### src/rtl/disp_share_arbiter.sv
`default_nettype none
// ============================================================================
// Module  : disp_share_arbiter
// Brief   : Shares one 4-digit hex display between NSRC debug sources, with
//           frame-aligned round-robin ownership and the digit scan sequencer.
// Revision: 1.0 - initial release
// ============================================================================
module disp_share_arbiter #(
  parameter int NSRC     = 4,
  parameter int SCAN_DIV = 10000,
  parameter int DWELL    = 50
) (
  input  logic                 clk,
  input  logic                 rst,
  input  logic [NSRC-1:0]      req,
  input  logic [16*NSRC-1:0]   src_data,
  output logic [NSRC-1:0]      grant,
  output logic [1:0]           pos,
  output logic [3:0]           nib,
  output logic                 blank,
  output logic                 frame_done
);

  localparam int c_TICK_W  = (SCAN_DIV > 1) ? $clog2(SCAN_DIV) : 1;
  localparam int c_DWELL_W = (DWELL > 1) ? $clog2(DWELL) : 1;
  localparam int c_IDX_W   = $clog2(NSRC);

  localparam logic [c_TICK_W-1:0]  c_TICK_MAX  = c_TICK_W'(SCAN_DIV - 1);
  localparam logic [c_DWELL_W-1:0] c_DWELL_MAX = c_DWELL_W'(DWELL - 1);
  localparam logic [c_IDX_W-1:0]   c_LAST_IDX  = c_IDX_W'(NSRC - 1);
  localparam logic [NSRC-1:0]      c_ONE       = {{(NSRC-1){1'b0}}, 1'b1};

  typedef enum logic [0:0] {
    S_IDLE = 1'b0,
    S_HOLD = 1'b1
  } state_t;

  state_t                 r_state;
  logic [c_TICK_W-1:0]    r_tick_cnt;
  logic [1:0]             r_pos;
  logic [NSRC-1:0]        r_grant;
  logic                   r_blank;
  logic                   r_frame_done;
  logic [15:0]            r_disp_val;
  logic [c_DWELL_W-1:0]   r_dwell_cnt;
  logic [c_IDX_W-1:0]     r_rr_last;

  logic                   w_tick;
  logic                   w_boundary;
  logic [NSRC-1:0]        w_cand;
  logic                   w_any;
  logic                   w_owner_req;
  logic                   w_leave;
  logic [c_IDX_W-1:0]     w_win;
  logic [15:0]            w_win_data;
  logic [15:0]            w_own_data;
  logic [3:0]             w_nib;

  assign w_tick      = (r_tick_cnt == c_TICK_MAX);
  assign w_boundary  = w_tick && (r_pos == 2'd3);
  // While holding, r_rr_last is the owner; exclude it so a switch goes elsewhere.
  assign w_cand      = (r_state == S_HOLD) ? (req & ~r_grant) : req;
  assign w_any       = |w_cand;
  assign w_owner_req = req[r_rr_last];
  assign w_leave     = (r_state == S_IDLE) || !w_owner_req ||
                       ((r_dwell_cnt == c_DWELL_MAX) && w_any);

  always_comb begin : p_rr_scan
    logic [c_IDX_W-1:0] w_idx;
    w_win = r_rr_last;
    w_idx = '0;
    // Descending scan so the nearest candidate after r_rr_last wins last.
    for (int j = NSRC; j >= 1; j--) begin
      w_idx = c_IDX_W'((int'(r_rr_last) + j) % NSRC);
      if (w_cand[w_idx]) w_win = w_idx;
    end
  end

  always_comb begin : p_data_mux
    w_win_data = '0;
    w_own_data = '0;
    for (int i = 0; i < NSRC; i++) begin
      if (w_win == c_IDX_W'(i))     w_win_data = src_data[16*i +: 16];
      if (r_rr_last == c_IDX_W'(i)) w_own_data = src_data[16*i +: 16];
    end
  end

  always_comb begin : p_nib_sel
    case (r_pos)
      2'd0:    w_nib = r_disp_val[3:0];
      2'd1:    w_nib = r_disp_val[7:4];
      2'd2:    w_nib = r_disp_val[11:8];
      default: w_nib = r_disp_val[15:12];
    endcase
  end

  always_ff @(posedge clk) begin
    if (rst) begin
      r_state      <= S_IDLE;
      r_tick_cnt   <= '0;
      r_pos        <= 2'd0;
      r_grant      <= '0;
      r_blank      <= 1'b1;
      r_disp_val   <= 16'h0000;
      r_dwell_cnt  <= '0;
      r_rr_last    <= c_LAST_IDX;
      r_frame_done <= 1'b0;
    end else begin
      r_frame_done <= w_boundary;
      r_tick_cnt   <= w_tick ? '0 : r_tick_cnt + 1'b1;
      if (w_tick) r_pos <= r_pos + 2'd1;

      if (w_boundary) begin
        if (w_leave && w_any) begin
          r_state     <= S_HOLD;
          r_grant     <= c_ONE << w_win;
          r_rr_last   <= w_win;
          r_dwell_cnt <= '0;
          r_blank     <= 1'b0;
          r_disp_val  <= w_win_data;
        end else if (w_leave) begin
          r_state     <= S_IDLE;
          r_grant     <= '0;
          r_dwell_cnt <= '0;
          r_blank     <= 1'b1;
          r_disp_val  <= 16'h0000;
        end else begin
          // Same owner: re-snapshot so the new frame shows its current value.
          r_blank    <= 1'b0;
          r_disp_val <= w_own_data;
          if (r_dwell_cnt != c_DWELL_MAX) r_dwell_cnt <= r_dwell_cnt + 1'b1;
        end
      end
    end
  end

  assign grant      = r_grant;
  assign pos        = r_pos;
  assign nib        = w_nib;
  assign blank      = r_blank;
  assign frame_done = r_frame_done;

endmodule
`default_nettype wire

### config.mk
export PLATFORM = sky130hd
export DESIGN_NAME = disp_share_arbiter
export DESIGN_NICKNAME = d
export VERILOG_FILES = /design/src/rtl/disp_share_arbiter.sv
export SDC_FILE = /design/constraint.sdc
export NUM_CORES = 1
export LEC_CHECK = 0
export BUFFER_PORTS_ARGS = -buffer_cell sky130_fd_sc_hd__buf_2
export CAP_MARGIN = 20
export CORE_ASPECT_RATIO = 1.1
export CORE_MARGIN = 4
export CORE_UTILIZATION = 42
export CTS_CLUSTER_SIZE = 10
export DETAILED_ROUTE_END_ITERATION = 8
export PLACE_DENSITY = 0.67
export SKIP_CTS_REPAIR_TIMING = 1
export SLEW_MARGIN = 5
export SYNTH_ARGS = -nofsm -noshare
export SYNTH_HDL_FRONTEND = slang
export SYNTH_SLANG_ARGS = --single-unit
### constraint.sdc
create_clock -name clk -period 6.7 [get_ports clk]
set_input_delay 1.675 -clock clk [delete_from_list [all_inputs] [get_ports clk]]
set_output_delay 1.675 -clock clk [all_outputs]
set_load 0.05 [all_outputs]
==> reports/results.ini <==
[run_status]
status=finished, final reports clean

[global_routing]
grt_usage=0.179
antenna_found_initial=0
grt_overflow_total=0
first_global_vias=3208
grt_pass1_wl_mm=14.9
grt_max_degree=33

[power]
sw_frac_of_total=0.243
p_switching_uw=139
power.internal_uw=432
p_seq_frac=0.493
total_power_uw=571
comb_power_share=0.155
irDropWorstVdd_mv=0.0991
pwr_density_cell_nw_per_um2=139
p_leak_uw=0.00163
pwr-share-clk=0.352

[timing]
fin_crit_sh=0.555
fin_skew_ps=13.6
min_period_ps=3720
worst_pin_slew_ps=1090
fmax_mhz=269
setup_violations=0
hold-worst-slack_ps=458
rsz0062_at_grt=false
hold_viol=0
setup_tns_ps=0
slew_headroom=0.272
report.final.slew_viol_count=0

[setup_path]
critPathKind=input pin to register
arrival_ps=3910
required_ps=6890
end_kind=register
r2r-start=r_rr_last[0]
critPathLaunch=req[3]
start_kind=input pin
crit_fanout=16

[die]
initial_core_util=0.432
die_width_um=96.4
io_pins=82
die_area_um2=10100
num_rows=35
core_um2=8360
die_h_um=105

[routing]
routedWlPerCell_um=15.2
drt-total-wl_mm=9.31
drtIter0Drc=190
dr.pass1.iters=4
vias=3413
ant_nets=0
drc=0
viasPerCell=5.58

[clocking]
cts-root-buf=clkbuf_8
h-tree-depth=2
cts_tree=yes
clockBufferDepth=2
clkSlewWorstSetupHoldPaths_ps=80
clock-sinks=47
numCtsBuffers=5
insertion_delay_ps=300

[synth]
ys_types=54
ys_seq_elements=47
ys_async_sr_fraction=0
synth_top_family_by_area=compound AO/OA/AOI/OAI gates
synth.top_cells.by_area=dfxtp_1, mux2_2, a21oi_1
syn-num-nets=524
synthXorXnorAreaFrac=0.0364
postSynthAreaPerCell_um2=8.17
post-synth-top-area-cell=dfxtp_1
synth_common_cells=a21oi_1, dfxtp_1, nand2_1
ys.flop_type=dfxtp_1
synth_area_um2=3610
synthMuxAreaShare=0.135
synth_compound_area_frac=0.274
synth-adder-area-share=0.0416
synth_top_area_share=0.261
synth-edff-count=0
yosys.area_share.simple=0.190
synthCells=442
yosysWarnings=0
ys_seq_area_frac=0.261

[placed_design]
dp_hpwl_mm=6.92
placed_area_um2=4020
place.gp.congestion=0.804
io_buffers=81

[final_layout]
nFillCells=828
diodes=0
final_cell_area_um2=4130
drive_above_1_share=0.301
syn_to_final_growth_pct=14.2
nets=583
final_util=0.493

[flow_run]
max_cap_viol_count=0

[min_path]
hold_path.class=register to register
hp-start=r_tick_cnt[0]

==> worst max-delay path, stage by stage <==
cell	delay (ps)
buf_2	110
a21boi_2	330
nor2_1	100
a22o_1	230
a311oi_4	350
and2b_1	680
a21oi_1	130
a221oi_1	290
==> cell usage in the layout (no fill, tap or decap), types with 3 or more instances in the layout <==
| master | synthesis | final |
|---|---|---|
| a211oi_2 | 10 | 10 |
| a21bo_2 | 3 | 3 |
| a21oi_1 | 47 | 47 |
| a21oi_2 | 10 | 10 |
| a221oi_1 | 4 | 4 |
| a222oi_1 | 4 | 4 |
| a22oi_1 | 16 | 16 |
| and2_1 | 4 | 4 |
| and3_1 | 4 | 4 |
| buf_2 | 5 | 81 |
| clkbuf_8 | 0 | 5 |
| dfxtp_1 | 47 | 47 |
| ha_1 | 12 | 12 |
| inv_1 | 17 | 17 |
| mux2_1 | 5 | 5 |
| mux2_2 | 28 | 28 |
| mux2i_1 | 8 | 8 |
| nand2_1 | 44 | 44 |
| nand2b_1 | 4 | 4 |
| nand3_1 | 3 | 3 |
| nand3b_1 | 17 | 17 |
| nand4_1 | 6 | 6 |
| nor2_1 | 42 | 42 |
| nor3_1 | 3 | 3 |
| o21ai_0 | 24 | 24 |
| o22ai_1 | 4 | 4 |
| xnor2_1 | 6 | 6 |
| xor2_1 | 9 | 9 |
==> layer usage <==
| metal | GRT usage | wire length, um | vias to the layer above |
|---|---|---|---|
| met4 | 0.0611 | 200 | 0 |
| met5 | 0 | 0 | - |
| met3 | 0.0307 | 638 | 14 |
| met2 | 0.285 | 4210 | 108 |
| met1 | 0.242 | 4260 | 1581 |
| li1 | - | - | 1710 |
==> sequential cells by signal, summed over array words and instances, names as in the netlist <==
name	count
blank	1
frame_done	1
grant	4
pos	2
r_disp_val	16
r_dwell_cnt	6
r_rr_last	2
r_state	1
r_tick_cnt	14
==> power groups by stage <==
stage	clock (uW)	sequential, uW	combinational [uW]
global route	218	282	96.4
floorplan	0	288	55.6
global placement	0	288	86.7
detailed placement	0	288	88.0
CTS	209	282	88.3
finish	201	282	88.4
==> per-stage QoR <==
stage | std cells | worst slack, ps
2_1_floorplan | 442 | 2990
3_3_place_gp | 605 | 2770
3_5_place_dp | 605 | 2670
4_1_cts | 612 | 2960
5_1_grt | 612 | 2720
6_report | 612 | 2980
==> final cells by class <==
| cell class | count | area, um^2 | share of cell area |
|---|---|---|---|
| clock inverters | 2 | 37.5 | 0.00910 |
| clock buffers | 5 | 68.8 | 0.0167 |
| well taps | 111 | 139 | 0.0337 |
| inverters | 17 | 63.8 | 0.0155 |
| multi-input cells | 347 | 2450 | 0.595 |
| flip-flops and latches | 47 | 941 | 0.228 |
| repair buffers | 83 | 420 | 0.102 |
==> path summary, 6_finish.rpt <==
| path | end | slack [ps] | depth (start not counted) |
|---|---|---|---|
| worst max-delay path | r_disp_val[12] | 2980 | 8 |
| worst min-delay path | r_tick_cnt[0] | 460 | 1 |
| worst max register to register | r_disp_val[12] | 3250 | 9 |
| worst min register to register | r_tick_cnt[0] | 460 | 1 |
==> logic make-up after synthesis <==
logic type / Yosys count
buf+inv: 48
flops: 47
mux: 43
compound gates: 137
simple gates: 140
xor+xnor: 15
fa+ha+maj: 12
(Power assumes the default switching activity.)
